[src/rtl/uart_rx.sv]
// uart_rx: oversampling receiver for 8-data, even-parity, one-stop-bit frames.
// The line is synchronised by two flops and sampled near each bit centre.
module uart_rx #(
  parameter int OVERSAMPLE = 16
) (
  input  logic       rx_clk,
  input  logic       reset,
  input  logic       rx_serial,
  output logic [7:0] rx_data,
  output logic       rx_valid,
  output logic       parity_err,
  output logic       frame_err,
  output logic       rx_busy
);
  localparam int TW = $clog2(OVERSAMPLE);
  localparam logic [TW-1:0] TICK_ZERO = {TW{1'b0}};
  localparam logic [TW-1:0] TICK_ONE  = {{(TW-1){1'b0}}, 1'b1};
  localparam logic [TW-1:0] HALF_TICK = TW'(OVERSAMPLE / 2 - 1);
  localparam logic [TW-1:0] LAST_TICK = TW'(OVERSAMPLE - 1);

  typedef enum logic [2:0] {
    S_IDLE   = 3'd0,
    S_START  = 3'd1,
    S_DATA   = 3'd2,
    S_PARITY = 3'd3,
    S_STOP   = 3'd4,
    S_BREAK  = 3'd5
  } state_t;

  state_t        r_state, w_state_nxt;
  logic          r_sync1, r_rx_s;
  logic [TW-1:0] r_tick, w_tick_nxt;
  logic [2:0]    r_bit_cnt, w_bit_cnt_nxt;
  logic [7:0]    r_shift, w_shift_nxt;
  logic          r_parity, w_parity_nxt;
  logic [7:0]    r_data, w_data_nxt;
  logic          r_valid, w_valid_nxt;
  logic          r_perr, w_perr_nxt;
  logic          r_ferr, w_ferr_nxt;
  logic          r_busy, w_busy_nxt;

  // High when data plus received parity bit has odd weight (even parity violated).
  function automatic logic even_parity_err(input logic [7:0] data, input logic par);
    return ^{data, par};
  endfunction

  // Two-flop synchroniser; resets to the idle (high) line level.
  always_ff @(posedge rx_clk) begin
    if (reset) begin
      r_sync1 <= 1'b1;
      r_rx_s  <= 1'b1;
    end else begin
      r_sync1 <= rx_serial;
      r_rx_s  <= r_sync1;
    end
  end

  // Next-state, counter, datapath and status logic.
  always_comb begin
    w_state_nxt   = r_state;
    w_tick_nxt    = r_tick + TICK_ONE;
    w_bit_cnt_nxt = r_bit_cnt;
    w_shift_nxt   = r_shift;
    w_parity_nxt  = r_parity;
    w_data_nxt    = r_data;
    w_valid_nxt   = 1'b0;
    w_perr_nxt    = r_perr;
    w_ferr_nxt    = r_ferr;
    case (r_state)
      S_IDLE: begin
        w_tick_nxt = TICK_ZERO;
        if (!r_rx_s) begin
          w_state_nxt = S_START;
        end else begin
          w_state_nxt = S_IDLE;
        end
      end
      S_START: begin
        if (r_tick == HALF_TICK) begin
          w_tick_nxt = TICK_ZERO;
          if (r_rx_s) begin
            w_state_nxt = S_IDLE;
          end else begin
            w_state_nxt   = S_DATA;
            w_bit_cnt_nxt = 3'd0;
          end
        end else begin
          w_state_nxt = S_START;
        end
      end
      S_DATA: begin
        if (r_tick == LAST_TICK) begin
          w_tick_nxt  = TICK_ZERO;
          w_shift_nxt = {r_rx_s, r_shift[7:1]};
          if (r_bit_cnt == 3'd7) begin
            w_state_nxt   = S_PARITY;
            w_bit_cnt_nxt = 3'd0;
          end else begin
            w_bit_cnt_nxt = r_bit_cnt + 3'd1;
          end
        end else begin
          w_state_nxt = S_DATA;
        end
      end
      S_PARITY: begin
        if (r_tick == LAST_TICK) begin
          w_tick_nxt   = TICK_ZERO;
          w_parity_nxt = r_rx_s;
          w_state_nxt  = S_STOP;
        end else begin
          w_state_nxt = S_PARITY;
        end
      end
      S_STOP: begin
        if (r_tick == LAST_TICK) begin
          w_tick_nxt  = TICK_ZERO;
          w_data_nxt  = r_shift;
          w_perr_nxt  = even_parity_err(r_shift, r_parity);
          w_ferr_nxt  = ~r_rx_s;
          w_valid_nxt = 1'b1;
          // Leaving mid-stop-bit lets a back-to-back start edge be seen on time.
          if (r_rx_s) begin
            w_state_nxt = S_IDLE;
          end else begin
            w_state_nxt = S_BREAK;
          end
        end else begin
          w_state_nxt = S_STOP;
        end
      end
      S_BREAK: begin
        w_tick_nxt = TICK_ZERO;
        if (r_rx_s) begin
          w_state_nxt = S_IDLE;
        end else begin
          w_state_nxt = S_BREAK;
        end
      end
      default: begin
        w_state_nxt = S_IDLE;
        w_tick_nxt  = TICK_ZERO;
      end
    endcase
    w_busy_nxt = (w_state_nxt != S_IDLE);
  end

  // State and output registers; reset discards any partial frame.
  always_ff @(posedge rx_clk) begin
    if (reset) begin
      r_state   <= S_IDLE;
      r_tick    <= TICK_ZERO;
      r_bit_cnt <= 3'd0;
      r_shift   <= 8'h00;
      r_parity  <= 1'b0;
      r_data    <= 8'h00;
      r_valid   <= 1'b0;
      r_perr    <= 1'b0;
      r_ferr    <= 1'b0;
      r_busy    <= 1'b0;
    end else begin
      r_state   <= w_state_nxt;
      r_tick    <= w_tick_nxt;
      r_bit_cnt <= w_bit_cnt_nxt;
      r_shift   <= w_shift_nxt;
      r_parity  <= w_parity_nxt;
      r_data    <= w_data_nxt;
      r_valid   <= w_valid_nxt;
      r_perr    <= w_perr_nxt;
      r_ferr    <= w_ferr_nxt;
      r_busy    <= w_busy_nxt;
    end
  end

  assign rx_data    = r_data;
  assign rx_valid   = r_valid;
  assign parity_err = r_perr;
  assign frame_err  = r_ferr;
  assign rx_busy    = r_busy;

endmodule

[config.mk]
export PLATFORM = sky130hd
export DESIGN_NAME = uart_rx
export DESIGN_NICKNAME = d
export VERILOG_FILES = /design/src/rtl/uart_rx.sv
export SDC_FILE = /design/constraint.sdc
export NUM_CORES = 1
export LEC_CHECK = 0
export BUFFER_PORTS_ARGS = -buffer_cell sky130_fd_sc_hd__buf_2
export CORE_AREA = 2 2 55 57
export DETAILED_ROUTE_END_ITERATION = 6
export DIE_AREA = 0 0 57 59
export PLACE_DENSITY = 0.74
export SETUP_SLACK_MARGIN = 0.3
export SLEW_MARGIN = 10
export SYNTH_ARGS = -nofsm -noshare
export SYNTH_HDL_FRONTEND = slang
export SYNTH_SLANG_ARGS = --single-unit
[constraint.sdc]
create_clock -name rx_clk -period 2.1 [get_ports rx_clk]
set_input_delay 0 -clock rx_clk [delete_from_list [all_inputs] [get_ports rx_clk]]
set_output_delay 0 -clock rx_clk [all_outputs]
set_load 0.02 [all_outputs]
## Yosys cells after proc, flatten, opt, wreduce, memory -nomap -nowiden

Index checks and enable logic that the tools add are counted.

- Add/subtract/negate cells: 2
- Eq/ne operators: 11
- Multiplexer cells: 18
- Bitwise operators: 2
- Reduce and logical (&&, ||, !) cells: 10

Operator list:

| operator | count |
|---|---|
| 3-bit two-way mux | 10 |
| 3-bit one-hot mux with 6 select lines | 1 |
| 3-bit equality test, second input constant | 3 |
| 9-bit XOR reduction | 1 |
| 4-bit two-way mux | 2 |
| 4-bit one-hot mux with 2 select lines | 1 |
| 3-bit by 2-bit equality test with 1-bit output, second input constant | 2 |
| 2-bit inequality test, second input constant | 3 |
| 3-bit one-hot mux with 2 select lines | 1 |
| 2-bit AND reduction | 3 |
| 4-bit by 1-bit adder with 4-bit output, second input constant | 1 |
| 4-bit by 3-bit equality test with 1-bit output, second input constant | 1 |
| 4-bit equality test, second input constant | 1 |
| 4-bit AND reduction | 1 |
| 3-bit by 1-bit adder with 3-bit output, second input constant | 1 |
| 3-bit by 1-bit equality test with 1-bit output, second input constant | 1 |
| 3-bit zero test | 1 |
| 3-bit nonzero test | 1 |
| 3-bit OR reduction | 1 |
| 1-bit two-way mux | 2 |
| 2-bit two-way mux | 1 |
| 1-bit NOT | 2 |
| 2-bit nonzero test | 1 |
| 2-bit OR reduction | 1 |

- Register bits: 33
- Word-level logic and storage cells: 55

## Longest topological paths before layout

- Word-level depth: 5
- Gate-level depth with buffers: 7

## Least setup slack after synthesis

OpenSTA, ideal clock, no wires.

- Kind: register to register
- Start: reg r_tick[0]
- End: reg r_perr (netlist: parity_err)
- Library setup time: 0.127 ns
- Arrival: 1.492 ns
- Required time: 1.973 ns
- Path slack: 0.481 ns
- Stages on the path, launching flop included: 8
- Buffers on the path: 2
- Period minus slack after synthesis: 1.619 ns
- Cells stage by stage: dfxtp_1 ha_1 clkbuf_1 and3_1 buf_2 nand3_1 nand3_1 o211ai_1

- Longest elaborated chain between the ends: 2

Ends and longest elaborated chain:

| item | RTL line | source |
|---|---|---|
| from (decl) | 32 | `logic [TW-1:0] r_tick, w_tick_nxt;` |
| from (signal assigned) | 162 | `r_tick <= w_tick_nxt;` |
| 4-bit equality test | 115 | `if (r_tick == LAST_TICK) begin` |
| 2-bit AND reduction (no source line) | -- |  |
| to (signal assigned) | 168 | `r_perr <= w_perr_nxt;` |
| to (decl) | 38 | `logic r_perr, w_perr_nxt;` |

No other way between the ends.
A chain may end at the register's enable or synchronous reset.

## Worst setup path after layout

- Start: reg r_tick[3]
- End: reg r_bit_cnt[0]

- Longest elaborated chain between the ends: 3
- Elaborated cells on any way between the ends: 5
- Classes of those cells: 4 x eq/ne; 1 x reduce/logical

Ends and longest elaborated chain:

| item | RTL line | source |
|---|---|---|
| 4-bit equality test or 4-bit by 3-bit equality test with 1-bit output (tied branches) | 92, 79 |  |
| 2-bit inequality test (no source line) | -- |  |
| 4-bit AND reduction (no source line) (*) | -- |  |
| to (signal assigned) | 163 | `r_bit_cnt <= w_bit_cnt_nxt;` |
| to (decl) | 33 | `logic [2:0] r_bit_cnt, w_bit_cnt_nxt;` |

Every way passes the cells marked *; elsewhere a longest branch is shown, timed or not.

==> metrics.yaml <==
fillCellCount: 239
first_iter_violations: 41
fin_setup_tns_ns: 0
worstSetupPathType: "reg -> reg"
finalCritPeriodShare: 0.807
cts_sinks: 33
cts-root-buf: "clkbuf_4"
synth_flop_cell: "dfxtp_1"
antenna_found_initial: 0
io_pins: 15
synthArstFlopShare: 0
min_path_type: "in -> reg"
die_area_sq_um: 3360
r2r_cells: 4
rows: 19
initial_core_util: 0.548
area_delta_synth_final_pct: 13.0
clkLatencyLatePin_ns: 0.33
vias: 1236
fin_cells: 216
rr_endpoint: "r_bit_cnt[0]"
io_buffer_count: 14
seqCellArea_sq_um: 661
drive_above_1_share: 0.195
yosysWarnings: 0
synth-seq-cells: 33
p_per_area_nw_per_um2: 692
drt_wl_total_mm: 2.88
whs_path_depth: 2
worst-slew-pin-transition_ns: 0.543
dpl.hpwl_mm: 2.06
dr.pass1.iters: 4
synth-edff-count: 0
fin_worst_skew_ns: 0.00969
syn_nets: 174
drc: 0
fp.dieW_microns: 57
cap_violations: 0
worstPathArrival_ns: 1.90
ys_types: 36
final_cell_mix: "dfxtp_1 (33), nand2_1 (25), a21oi_1 (20)"
crit_fanout: 8
grt_pass1_vias: 1171
overflow: 0
numCtsBuffers: 5
htreeDepth: 2
setup_viol: 0
r2r_slack_ns: 0.41
grt_pass1_wl_mm: 5.00
wire_per_inst_microns: 13.3
timing.rr.start: "r_tick[3]"
fin_area_sq_um: 1680
placed_area_sq_um: 1580
cts_buffer_depth: 2
status: "finished, final reports clean"
final.min_clock_period_ns: 1.69
ant_nets: 0
multi_input_area_sq_um: 759
synthCells: 168
die_y_microns: 59
rsz0062_at_grt: "no"
cp-end-kind: "flip-flop"
dp.cells: 207
grtUsageTotal: 0.194
viasPerCell: 5.72
fmax_ghz: 0.590
hold-path-endpoint: "r_parity"
power_leakage_nw: 0.659
gp_congestion: 0.926
min_from: "reset"
cts_tree: "done"
nets: 190
slew_headroom: 0.638
syn_area_per_cell_sq_um: 8.85
ys_seq_area_frac: 0.444
hold_violations: 0
worst_ep_required_time_ns: 2.30
vdd_drop_max_mv: 0.669
final_common_cell: "dfxtp_1"
netlist_area_sq_um: 1490
critPathLaunchType: "flip-flop"
path_clk_slew_ns: 0.10
grt_max_degree: 32
core_region_area_sq_um: 2710
n_antenna_cell: 0
slew_viol_final: 0
[registers in the layout (all words and copies together) (netlist names)]
| register | cells |
|---|---|
| frame_err | 1 |
| r_bit_cnt | 3 |
| r_state | 3 |
| parity_err | 1 |
| r_shift | 8 |
| r_sync1 | 1 |
| r_parity | 1 |
| rx_busy | 1 |
| rx_data | 8 |
| rx_valid | 1 |
| r_tick | 4 |
| r_rx_s | 1 |
[timing repair]
| action | 4_1_cts | 5_1_grt |
|---|---|---|
| buffers inserted | 0 | 0 |
| resized for setup | 0 | 2 |
| hold buffers | 1 | 0 |
| setup endpoints to repair | 0 | 11 |
| hold endpoints to repair | 1 | 0 |
[area by class of cell]
| class | instances | share of cell area |
|---|---|---|
| multi-input combinational | 119 | 0.452 |
| timing repair buffer | 20 | 0.0700 |
| clock buffer | 7 | 0.0328 |
| tap | 31 | 0.0231 |
| sequential | 33 | 0.393 |
| clock inverter | 1 | 0.0179 |
| inverter | 5 | 0.0112 |
[stage by stage]
stage               hold slack (ns)   util  power [mW]  setup slack (ns)
floorplan                    0.0809      -       0.673             0.481
global placement              0.184  0.582       0.681             0.459
detailed placement            0.188  0.582       0.682             0.316
CTS                           0.112  0.617        1.17             0.303
global route                  0.137  0.620        1.21             0.319
finish                        0.125  0.620        1.16             0.405
[report_power, final]
part	total [mW]	internal (mW)	switching, mW
combinational	0.0371	0.0143	0.0228
sequential	0.633	0.630	0.00269
clock	0.494	0.284	0.209
total	1.16	0.928	0.235
[cells in the mapped netlist, drive strengths merged (2+ instances only)]
cell type	count	share of area
xnor2	4	0.024
or3b	2	0.012
dfxtp	33	0.44
buf	6	0.024
clkbuf	5	0.013
or2	3	0.013
xor2	5	0.029
nor3	4	0.013
nand2b	3	0.013
mux2i	2	0.013
xnor3	2	0.030
nand2	26	0.066
inv	5	0.013
nor2	9	0.023
a21oi	20	0.067
a211oi	3	0.024
nand3	15	0.051
o211ai	3	0.015
ha	3	0.025
[cells by family after synthesis]
| logic type | count (synthesis) | share of synthesized area |
|---|---|---|
| adder cells (fa/ha/maj) | 3 | 0.0253 |
| flip-flops | 33 | 0.444 |
| AND/OR/NAND/NOR | 70 | 0.239 |
| multiplexers | 2 | 0.0135 |
| XOR/XNOR | 11 | 0.0833 |
| AO/OA/AOI/OAI | 33 | 0.145 |
| buffers and inverters | 16 | 0.0497 |
[worst max path at each step]
stage,start,end,depth (start not counted),slack [ns]
floorplan,r_tick[0],parity_err,7,0.48
global placement,r_state[1],r_bit_cnt[0],4,0.46
detailed placement,r_tick[0],parity_err,5,0.32
CTS,r_tick[0],parity_err,5,0.30
global route,r_tick[3],r_bit_cnt[0],4,0.32
finish,r_tick[3],r_bit_cnt[0],4,0.41
[critical path, cell delays in order (launching register included)]
cell      delay (ns)
dfxtp_1         0.41
or4b_4          0.56
a211oi_4        0.32
mux2i_1         0.22
nor2_1          0.05
[metal layers]
layer | track usage | vias to the layer above | wire, microns
met5 | 0 | - | 0
met2 | 0.325 | 30 | 1420
met4 | 0.113 | 0 | 62
li1 | - | 607 | -
met1 | 0.230 | 591 | 1280
met3 | 0.0415 | 8 | 113
(Power assumes the default switching activity.)
